[config.mk]
export PLATFORM = sky130hd
export DESIGN_NAME = ahb2apb_bridge
export DESIGN_NICKNAME = d
export VERILOG_FILES = /design/src/rtl/ahb2apb_bridge.sv
export SDC_FILE = /design/constraint.sdc
export NUM_CORES = 1
export LEC_CHECK = 0
export ABC_AREA = 1
export BUFFER_PORTS_ARGS = -buffer_cell sky130_fd_sc_hd__buf_2
export CAP_MARGIN = 30
export CORE_MARGIN = 4
export CORE_UTILIZATION = 40
export CTS_BUF_LIST = sky130_fd_sc_hd__clkbuf_8
export DETAILED_ROUTE_END_ITERATION = 7
export MAX_ROUTING_LAYER = met4
export PLACE_DENSITY_LB_ADDON = 0.1
export REMOVE_ABC_BUFFERS = 1
export SLEW_MARGIN = 25
export SYNTH_ARGS = -nofsm -noshare
export SYNTH_HDL_FRONTEND = slang
export SYNTH_SLANG_ARGS = --single-unit
export TNS_END_PERCENT = 20
[constraint.sdc]
create_clock -name HCLK -period 1.5 [get_ports HCLK]
set_input_delay 0.075 -clock HCLK [delete_from_list [all_inputs] [get_ports HCLK]]
set_output_delay 0.075 -clock HCLK [all_outputs]
set_load 0.005 [all_outputs]
[src/rtl/ahb2apb_bridge.sv]
// ahb2apb_bridge: AHB-Lite slave that turns each accepted AHB transfer into one
// 32-bit APB3 access on a single downstream segment. A PREADY timeout converts a
// hung peripheral into the AHB two-cycle ERROR response instead of a bus stall.
//
// Handshakes:
//   AHB: an address phase is taken when HSEL & HREADY & HTRANS[1] while the
//        bridge sits in IDLE or ERR2. The data phase ends on the cycle
//        HREADYOUT=1; HRESP=1 on ERR1 (HREADYOUT=0) and ERR2 (HREADYOUT=1)
//        forms the two-cycle error.
//   APB: PSEL rises for SETUP (PENABLE=0) and stays high through ACCESS
//        (PENABLE=1). The access completes on the cycle PSEL & PENABLE &
//        PREADY, where PSLVERR is also sampled.
module ahb2apb_bridge #(
   parameter int ADDR_WIDTH = 16,
   parameter int TIMEOUT    = 255
) (
   input  logic                  HCLK,
   input  logic                  HRESETn,
   input  logic                  HSEL,
   input  logic                  HREADY,
   input  logic [1:0]            HTRANS,
   input  logic                  HWRITE,
   input  logic [ADDR_WIDTH-1:0] HADDR,
   input  logic [31:0]           HWDATA,
   output logic                  HREADYOUT,
   output logic                  HRESP,
   output logic [31:0]           HRDATA,
   output logic [ADDR_WIDTH-1:0] PADDR,
   output logic                  PSEL,
   output logic                  PENABLE,
   output logic                  PWRITE,
   output logic [31:0]           PWDATA,
   input  logic [31:0]           PRDATA,
   input  logic                  PREADY,
   input  logic                  PSLVERR,
   output logic [2:0]            o_dbg_state
);

   // Counter only has to reach TIMEOUT-1, so it is sized for that value.
   localparam int CNT_W = (TIMEOUT > 2) ? $clog2(TIMEOUT) : 1;
   localparam logic [CNT_W-1:0] TO_LAST = CNT_W'((TIMEOUT > 0) ? (TIMEOUT - 1) : 0);

   typedef enum logic [2:0] {
      S_IDLE   = 3'd0,
      S_WDATA  = 3'd1,
      S_SETUP  = 3'd2,
      S_ACCESS = 3'd3,
      S_ERR1   = 3'd4,
      S_ERR2   = 3'd5
   } state_t;

   state_t                r_state;
   logic                  r_hreadyout;
   logic                  r_hresp;
   logic [31:0]           r_hrdata;
   logic [ADDR_WIDTH-1:0] r_paddr;
   logic                  r_psel;
   logic                  r_penable;
   logic                  r_pwrite;
   logic [31:0]           r_pwdata;
   logic [CNT_W-1:0]      r_cnt;

   logic w_accept;
   logic w_timeout;
   logic w_unused;

   // HTRANS[0] only separates NONSEQ from SEQ, and every transfer is handled alike.
   assign w_unused  = HTRANS[0];
   assign w_accept  = HSEL & HREADY & HTRANS[1] & ((r_state == S_IDLE) | (r_state == S_ERR2));
   assign w_timeout = (TIMEOUT != 0) && !PREADY && (r_cnt == TO_LAST);

   // Bridge FSM; every bus-facing output is a register updated here.
   always_ff @(posedge HCLK or negedge HRESETn) begin
      if (!HRESETn) begin
         r_state     <= S_IDLE;
         r_hreadyout <= 1'b1;
         r_hresp     <= 1'b0;
         r_hrdata    <= '0;
         r_paddr     <= '0;
         r_psel      <= 1'b0;
         r_penable   <= 1'b0;
         r_pwrite    <= 1'b0;
         r_pwdata    <= '0;
         r_cnt       <= '0;
      end else begin
         case (r_state)
            S_IDLE, S_ERR2: begin
               // ERR2 is the second error cycle; HRESP clears after it.
               r_hresp     <= 1'b0;
               r_hreadyout <= 1'b1;
               r_state     <= S_IDLE;
               if (w_accept) begin
                  r_paddr     <= HADDR;
                  r_pwrite    <= HWRITE;
                  r_hreadyout <= 1'b0;
                  if (HWRITE) begin
                     r_state <= S_WDATA;
                  end else begin
                     r_psel  <= 1'b1;
                     r_state <= S_SETUP;
                  end
               end
            end
            S_WDATA: begin
               // HWDATA is valid only in the AHB data phase, one cycle after the address.
               r_pwdata <= HWDATA;
               r_psel   <= 1'b1;
               r_state  <= S_SETUP;
            end
            S_SETUP: begin
               r_penable <= 1'b1;
               r_state   <= S_ACCESS;
            end
            S_ACCESS: begin
               if (PREADY) begin
                  r_psel    <= 1'b0;
                  r_penable <= 1'b0;
                  r_cnt     <= '0;
                  if (PSLVERR) begin
                     r_hresp <= 1'b1;
                     r_state <= S_ERR1;
                  end else begin
                     if (!r_pwrite) begin
                        r_hrdata <= PRDATA;
                     end
                     r_hreadyout <= 1'b1;
                     r_state     <= S_IDLE;
                  end
               end else if (w_timeout) begin
                  r_psel    <= 1'b0;
                  r_penable <= 1'b0;
                  r_cnt     <= '0;
                  r_hresp   <= 1'b1;
                  r_state   <= S_ERR1;
               end else begin
                  r_cnt <= r_cnt + CNT_W'(1);
               end
            end
            S_ERR1: begin
               r_hreadyout <= 1'b1;
               r_state     <= S_ERR2;
            end
            default: begin
               r_state <= S_IDLE;
            end
         endcase
      end
   end

   assign HREADYOUT   = r_hreadyout;
   assign HRESP       = r_hresp;
   assign HRDATA      = r_hrdata;
   assign PADDR       = r_paddr;
   assign PSEL        = r_psel;
   assign PENABLE     = r_penable;
   assign PWRITE      = r_pwrite;
   assign PWDATA      = r_pwdata;
   assign o_dbg_state = r_state;

endmodule

==> impl_metrics.tcl, run 1 <==
set metrics [dict create \
    finalHoldViolCount 0 \
    path_cells "nand2_1 > nor2_4 > nand3_4 > buf_12 > nand2_1 > o21ai_1" \
    min_period_ns 1.37 \
    clk_pin_slew_ns 0.09 \
    antenna_found_initial 0 \
    critical-path-max-stage-delay_ns 0.45 \
    run_status "completed" \
    syn_avg_cell_area_um2 8.66 \
    maxCapViolations 0 \
    synth_area_leaders "dfrtp_1, nand2_1, inv_1" \
    ys_ff_latch 96 \
    setup_viol 0 \
    postSynthCellCount 454 \
    die_area_um2 11500 \
    maxSlewViolCount 0 \
    vias 3685 \
    cp_max_fo 64 \
    worst_setup_path_start_kind "flop" \
    h-tree-depth 3 \
    yosysSeqAreaShare_pct 61.1 \
    whs_ns 0.0909 \
    grt_pass1_vias 3706 \
    overflow 0 \
    area_growth_syn_to_layout_pct 53.5 \
    tritoncts_num_sinks 96 \
    worst_slew_pin_slew_ns 0.421 \
    fillers 808 \
    cts-buffers-inserted 9 \
    wirelength_um 10400 \
    critPathArrivalTime_ns 1.59 \
    drtIter0Drc 129 \
    hp-class "primary input to flop" \
    gp_congestion 0.793 \
    clockBufferDepth 2 \
    top_level_ports 177 \
    peakVddDrop_uv 811 \
    slowest_stage "dfrtp_1" \
    hpwl_um 7170 \
    utilization_pct 64.1 \
    path_class "flop to flop" \
    die_y_um 107 \
    grtUsageTotal_pct 19.5 \
    grt_max_degree 65 \
    crit_path_end_kind "flop" \
    wl_per_cell_um 12.3 \
    max_freq_mhz 730 \
    cp_num_buf_inv 1 \
    pre_cts_slack_ns 0.0799 \
    start_util_pct 41.8 \
    rows 35 \
    cts_root_buf "clkbuf_8" \
    firstDrtPassIters 6 \
    cts_tree "yes" \
    cp_top_family "simple AND/OR/NAND/NOR gates" \
    grt_pass1_wl_um 17400 \
    die_w_um 107 \
    num_antenna_cells 0 \
    relSlewSlack_pct 71.9 \
    route.detailed.drc 0 \
    synth_top_area_cell "dfrtp_1" \
    power.density_nw_per_um2 1650 \
    fin_ws_ns 0.130 \
    clkLatencyLatePin_ns 0.35 \
    fin_crit_sh_pct 91.3 \
    synthesis.area_um2 3930 \
    rsz0062_at_grt "false" \
    drtAntennaViolNets 0 \
    fin_nets 807 \
    drive_gt1_share_pct 29.3 \
    port_buffers 175 \
    critical_path.most_common_cell "nand2_1" \
    synthDistinctLibCells 23 \
    cp.required_ns 1.72 \
    finClkSkew_ns 0.0125 \
    synth_top_area_share_pct 60.5 \
    coreArea_um2 9420 \
    yosysWarnings 0 \
    power.leakage_nw 3.43 \
    avgViaCountPerCell 4.34 \
]
-- placed cells by master, fill, tap and decap left out, drive strengths merged --
cell type,count
ha,2
dfstp,1
clkinv,2
xor2,1
nor2,21
o21ai,36
inv,53
a21oi,1
buf,183
nand3b,2
xnor2,1
nand4,3
nand2,214
dlygate4sd3,82
clkbuf,10
nand3,12
dfrtp,95
bufinv,1
clkinvlp,1
-- logic make-up (layout without fill, tap and decap cells) --
family	count (synthesis)	after routing	share of synthesized area [%]
buf+inv	65	332	6.87
simple gates	252	252	26.2
xor+xnor	2	2	0.446
fa+ha+maj	2	2	0.636
compound gates	37	37	4.71
flops	96	96	61.1
-- synth_stat cells --
cell type	n
a21oi_1	1
buf_2	12
buf_4	1
buf_6	1
dfrtp_1	95
dfstp_2	1
ha_1	2
inv_1	48
inv_2	3
nand2_1	213
nand2_2	1
nand3_1	10
nand3_4	2
nand3b_1	2
nand4_1	3
nor2_1	18
nor2_2	1
nor2_4	1
nor2_8	1
o21ai_0	4
o21ai_1	32
xnor2_1	1
xor2_1	1
-- registers in the layout, summed over array words and instances, names as in the netlist --
signal / flops
HRDATA: 32
r_cnt: 8
PWRITE: 1
o_dbg_state: 3
PADDR: 16
PWDATA: 32
HRESP: 1
PSEL: 1
PENABLE: 1
HREADYOUT: 1
-- report_power, final --
part	leakage (nW)	total (mW)	internal [mW]	switching, mW
sequential	1.21	4.48	3.80	0.680
combinational	2.12	3.77	1.77	2.00
clock	0.104	1.72	0.823	0.896
total	3.43	9.97	6.39	3.58
-- stage by stage --
stage	cells	instance area, µm²	power, mW	TNS [ns]
final	850	6040	9.97	0
after floorplan	440	3850	6.23	-14.25
after global placement	752	5000	8.07	0
after detailed placement	752	5000	8.18	0
after global routing	850	6040	10.9	0
after CTS	850	6030	10.1	0
-- cell type report --
| type | instances | area (µm²) | area share, % |
|---|---|---|---|
| Sequential cell | 96 | 2400 | 39.8 |
| Timing Repair Buffer | 265 | 1810 | 30.0 |
| Multi-Input combinational cell | 293 | 1260 | 21.0 |
| Inverter | 51 | 191 | 3.17 |
| Tap cell | 129 | 161 | 2.67 |
| Clock buffer | 10 | 138 | 2.28 |
| Clock inverter | 6 | 67.6 | 1.12 |
-- timing repair --
action / CTS / global route
endpoints found under the setup margin: 0 / 9
hold endpoints to repair: 135 / 0
setup buffers: 0 / 0
hold buffers: 82 / 0
resized for setup: 0 / 3
-- final timing paths --
check | from | end | slack (ns) | depth (start not counted)
hold reg to reg | PWDATA[28]$_DFFE_PN0N_ | PWDATA[28]$_DFFE_PN0N_ | 0.47 | 2
min in group asynchronous | HRESETn | PWDATA[6]$_DFFE_PN0N_ | 0.21 | 2
setup / recovery | o_dbg_state[1]$_DFFE_PN0P_ | HRDATA[9]$_DFFE_PN0P_ | 0.13 | 6
max in group asynchronous | HRESETn | HRDATA[24]$_DFFE_PN0P_ | 0.73 | 3
hold / removal | PSLVERR | HREADYOUT$_DFFE_PN1P_ | 0.09 | 4
setup reg to reg | o_dbg_state[1]$_DFFE_PN0P_ | HRDATA[9]$_DFFE_PN0P_ | 0.13 | 6
-- worst register-to-register path: cells and delay by family, from the launching register on --
| kind | cells | cell delay (ns) |
|---|---|---|
| AO/OA/AOI/OAI | 1 | 0.07 |
| buffers and inverters | 1 | 0.20 |
| flip-flops | 1 | 0.45 |
| AND/OR/NAND/NOR | 4 | 0.54 |
-- metal layers --
layer | global-route usage, % | share of wire [%] | vias to the layer above | wire (µm)
met5 | - | 0 | - | 0
met4 | 8.22 | 3.3 | 0 | 342
met3 | 3.67 | 4.9 | 26 | 507
met2 | 32.8 | 50 | 108 | 5180
met1 | 22.8 | 42 | 1657 | 4410
li1 | - | - | 1894 | -
(Power assumes the default switching activity.)
==> run 2: changes to the inputs <==
Settings changed: RECOVER_POWER set to 25.
==> run 2 against run 1 <==
- combinational power barely moved
- sequential cell count did not move
- maximum frequency barely moved
- clock skew did not move
- sequential share of layout area rose by 0.074 points
- highest routed layer unchanged
- utilization fell by 0.12 points
- die area did not move
- design area fell by 0.19%
- via count barely moved
==> impl_metrics.tcl, run 2 (synthesis gave the netlist of run 1 again) <==
set metrics [dict create \
    wirelength_um 10400 \
    critPathArrivalTime_ns 1.59 \
    utilization_pct 64.0 \
    worst_slew_pin_slew_ns 0.788 \
    clk_pin_slew_ns 0.09 \
    hp-class "primary input to flop" \
    coreArea_um2 9420 \
    power.density_nw_per_um2 1650 \
    overflow 0 \
    max_freq_mhz 730 \
    drtAntennaViolNets 0 \
    place_inst 752 \
    peakVddDrop_uv 811 \
    rows 35 \
    hpwl_um 7170 \
    vias 3684 \
    grt_max_degree 65 \
    setup_viol 0 \
    grt_pass1_wl_um 17400 \
    grt_pass1_vias 3706 \
    path_class "flop to flop" \
    layout_common_cells "nand2_1, buf_2, dfrtp_1, dlygate4sd3_1, inv_1" \
    cts_root_buf "clkbuf_8" \
    relSlewSlack_pct 47.4 \
    finalPower_mw 9.96 \
    min_period_ns 1.37 \
    fin_ws_ns 0.130 \
    cp.required_ns 1.72 \
    h-tree-depth 3 \
    antenna_found_initial 0 \
    clockBufferDepth 2 \
    cts_setup_buffers 0 \
    run_status "completed" \
    crit_path_end_kind "flop" \
    wl_per_cell_um 12.3 \
    gp_congestion 0.793 \
    power.leakage_nw 3.43 \
    finalHoldViolCount 0 \
    finalNonFillerCells 850 \
    finClkSkew_ns 0.0125 \
    pre_cts_slack_ns 0.0799 \
    maxSlewViolCount 0 \
    avgViaCountPerCell 4.33 \
    maxCapViolations 0 \
    area_growth_syn_to_layout_pct 53.2 \
    cts-buffers-inserted 9 \
    cp_max_fo 64 \
    cts_tree "yes" \
    worst_setup_path_start_kind "flop" \
    top_level_ports 177 \
    port_buffers 175 \
    route.detailed.drc 0 \
    grtUsageTotal_pct 19.5 \
    drive_gt1_share_pct 29.3 \
    tritoncts_num_sinks 96 \
    firstDrtPassIters 6 \
    num_antenna_cells 0 \
    start_util_pct 41.8 \
    rsz0062_at_grt "false" \
    fin_nets 807 \
    drtIter0Drc 129 \
    die_w_um 107 \
    layout_commonest_cell "nand2_1" \
    fin_crit_sh_pct 91.3 \
    die_area_um2 11500 \
    whs_ns 0.0908 \
    die_y_um 107 \
    clkLatencyLatePin_ns 0.35 \
]
==> run 2: final cells by class <==
class | instances | area, µm²
Sequential cell | 96 | 2400
Fill cell | 810 | 3390
Timing Repair Buffer | 265 | 1800
Inverter | 51 | 191
Multi-Input combinational cell | 293 | 1260
Clock buffer | 10 | 138
Tap cell | 129 | 161
Clock inverter | 6 | 67.6
==> run 2: report_power, final <==
part	leakage, nW	internal [mW]	switching, mW
combinational	2.11	1.77	2.00
sequential	1.21	3.80	0.680
clock	0.104	0.823	0.896
==> run 2: worst max-delay path: stages (launching register included) <==
cell and delay, ns:
dfrtp_1 0.45, nand2_1 0.12, nor2_4 0.22, nand3_4 0.10, buf_12 0.20, nand2_1 0.08, o21ai_1 0.07
==> run 2: what timing repair did <==
action | in CTS | in global routing
resized for setup | 0 | 3
hold endpoints to repair | 135 | 0
hold buffers | 82 | 0
endpoints found under the setup margin | 0 | 9
==> run 2: final timing paths <==
path / from / to / slack, ns / cells past startpoint
setup / recovery: o_dbg_state[1]$_DFFE_PN0P_ / HRDATA[9]$_DFFE_PN0P_ / 0.13 / 6
hold / removal: PSLVERR / HREADYOUT$_DFFE_PN1P_ / 0.09 / 4
setup reg to reg: o_dbg_state[1]$_DFFE_PN0P_ / HRDATA[9]$_DFFE_PN0P_ / 0.13 / 6
hold reg to reg: PWDATA[28]$_DFFE_PN0N_ / PWDATA[28]$_DFFE_PN0N_ / 0.47 / 2
max in group asynchronous: HRESETn / HRDATA[24]$_DFFE_PN0P_ / 0.31 / 3
min in group asynchronous: HRESETn / PWDATA[6]$_DFFE_PN0N_ / 0.35 / 2
==> run 2: metrics by stage <==
| stage | TNS (ns) | area, µm² |
|---|---|---|
| global route | 0 | 6020 |
| floorplan | -14.25 | 3850 |
| CTS | 0 | 6030 |
| detailed placement | 0 | 5000 |
| global placement | 0 | 5000 |
| finish | 0 | 6020 |
==> run 2: layer usage <==
metal  vias up  wire [µm]  track usage [%]
li1       1894          -                -
met1      1656       4410             22.8
met2       108       5180             32.8
met3        26        504             3.67
met4         0        342             8.22
met5         -          0                -
==> run 3: changes to the inputs <==
--- a/config.mk
+++ b/config.mk
@@ -9,5 +9,4 @@
 export BUFFER_PORTS_ARGS = -buffer_cell sky130_fd_sc_hd__buf_2
 export CAP_MARGIN = 30
-export CORE_MARGIN = 4
 export CORE_UTILIZATION = 40
 export CTS_BUF_LIST = sky130_fd_sc_hd__clkbuf_8
==> constraint.sdc (replaced) <==
create_clock -name HCLK -period 1.5 [get_ports HCLK]
set_input_delay 0 -clock HCLK [delete_from_list [all_inputs] [get_ports HCLK]]
set_output_delay 0 -clock HCLK [all_outputs]
set_load 0.005 [all_outputs]
==> run 3 against run 2 <==
- global-route usage rose by 0.96 points
- design area fell by 0.71%
- critical path depth rose by 1
- highest routed layer unchanged
- via count fell by 0.76%
- routed wire length fell by 5.2%
==> impl_metrics.tcl, run 3 (synthesis gave the netlist of run 1 again) <==
set metrics [dict create \
    run_status "completed" \
    top_level_ports 177 \
    fin_nets 806 \
    route.detailed.drc 0 \
    coreArea_um2 9370 \
    slowest_stage "dfrtp_1" \
    place_inst 750 \
    drive_gt1_share_pct 29.1 \
    firstDrtPassIters 4 \
    drtIter0Drc 105 \
    pre_cts_slack_ns 0.104 \
    start_util_pct 41.9 \
    die_y_um 101 \
    min_from "PREADY" \
    layout_commonest_cell "nand2_1" \
    hpwl_um 6370 \
    drtAntennaViolNets 0 \
    cts_root_buf "clkbuf_8" \
    cp_max_fo 16 \
    wirelength_um 9900 \
    wl_per_cell_um 11.7 \
    multi_input_area_um2 1260 \
    rows 35 \
    rr_endpoint "PADDR[8]$_DFFE_PN0P_" \
    critical-path-max-stage-delay_ns 0.42 \
    min_path_cells 5 \
    cp_num_buf_inv 2 \
    rr_worst_depth 7 \
    setup_viol 0 \
    critPathArrivalTime_ns 1.60 \
    path_class "flop to flop" \
    path_cells "inv_1 > nand2_1 > nand3_4 > nor2_8 > inv_2 > nand2_1 > nand2_1" \
    grt_pass1_vias 3511 \
    die_w_um 101 \
    gp_congestion 0.816 \
    holdPathEnd "HRESP$_DFFE_PN0P_" \
    cts_setup_buffers 0 \
    min_period_ns 1.36 \
    hp-class "primary input to flop" \
    h-tree-depth 3 \
    cp.required_ns 1.74 \
    area_growth_syn_to_layout_pct 52.2 \
    overflow 0 \
    maxCapViolations 0 \
    rsz0062_at_grt "false" \
    power.leakage_nw 3.40 \
    avgViaCountPerCell 4.31 \
    power.density_nw_per_um2 1640 \
    peakVddDrop_uv 919 \
    relSlewSlack_pct 59.4 \
    grtUsageTotal_pct 20.4 \
    reg2reg_slack_ns 0.14 \
    maxSlewViolCount 0 \
    tritoncts_num_sinks 96 \
    clkLatencyLatePin_ns 0.36 \
    die_area_um2 10200 \
    final_cell_area_um2 5980 \
    clk_pin_slew_ns 0.09 \
    clockBufferDepth 2 \
    worst_slew_pin_slew_ns 0.610 \
    fin_ws_ns 0.142 \
    layout_common_cells "nand2_1, buf_2, dfrtp_1, dlygate4sd3_1, inv_1" \
    seqCellArea_um2 2410 \
    max_freq_mhz 736 \
    vias 3656 \
    r2r_start "o_dbg_state[0]$_DFFE_PN0P_" \
    fillers 843 \
    grt_pass1_wl_um 15800 \
    num_antenna_cells 0 \
    cts-buffers-inserted 9 \
    crit_path_end_kind "flop" \
    cp_top_family "simple AND/OR/NAND/NOR gates" \
    grt_max_degree 65 \
    finClkSkew_ns 0.0149 \
    finalHoldViolCount 0 \
    fin_crit_sh_pct 90.5 \
    worst_setup_path_start_kind "flop" \
    critical_path.most_common_cell "nand2_1" \
    antenna_found_initial 0 \
    dpl_cell_area_um2 4960 \
    finalNonFillerCells 848 \
    cts_tree "yes" \
    port_buffers 175 \
]
[run 3: metal layers]
layer	vias up	part of all wire, %	GRT usage, %	routed length, µm
met4	0	1.5	7.02	144
met1	1647	44	23.9	4310
met2	99	51	35.1	5020
met3	15	4.3	4.07	428
li1	1895	-	-	-
met5	-	0	-	0
[run 3: cell type report]
type	instances	area share (%)
Sequential cell	96	40.2
Clock inverter	6	1.05
Tap cell	129	2.70
Clock buffer	9	2.07
Timing Repair Buffer	264	29.7
Inverter	51	3.20
Multi-Input combinational cell	293	21.1
[run 3: how the worst max path moves through the flow]
stage	from	to	slack, ns	cells after the start
6_report	o_dbg_state[0]$_DFFE_PN0P_	PADDR[8]$_DFFE_PN0P_	0.14	7
5_1_grt	o_dbg_state[0]$_DFFE_PN0P_	PADDR[8]$_DFFE_PN0P_	0.02	7
4_1_cts	r_cnt[0]$_DFFE_PN0P_	r_cnt[2]$_DFFE_PN0P_	0.08	9
3_5_place_dp	r_cnt[0]$_DFFE_PN0P_	r_cnt[2]$_DFFE_PN0P_	0.10	9
3_3_place_gp	r_cnt[0]$_DFFE_PN0P_	r_cnt[3]$_DFFE_PN0P_	0.14	9
2_1_floorplan	o_dbg_state[2]$_DFFE_PN0P_	PWDATA[0]$_DFFE_PN0N_	-0.42	6
[run 3: metrics by stage]
stage	total power, mW	utilization, %	setup TNS, ns	hold WS, ns
2_1_floorplan	6.23	-	-14.25	-0.296
3_3_place_gp	7.92	53.0	0	-0.0838
3_5_place_dp	8.05	53.0	0	-0.0753
4_1_cts	9.88	63.8	0	0.0582
5_1_grt	10.6	63.8	0	0.135
6_report	9.80	63.8	0	0.0929
[run 3: repair_timing]
item	in CTS	in global routing
resized for setup	0	4
setup endpoints to repair	0	34
endpoints found under the hold margin	180	0
hold buffers	83	0
[run 3: tightest hold or removal path, delay by kind of cell]
| kind | cells | cell delay (ns) |
|---|---|---|
| simple gates | 3 | 0.28 |
| buf+inv | 2 | 0.14 |
[run 3: report_power, final]
group | total (mW) | internal [mW] | switching (mW)
Clock | 1.64 | 0.757 | 0.888
Sequential | 4.48 | 3.80 | 0.682
Combinational | 3.67 | 1.71 | 1.96
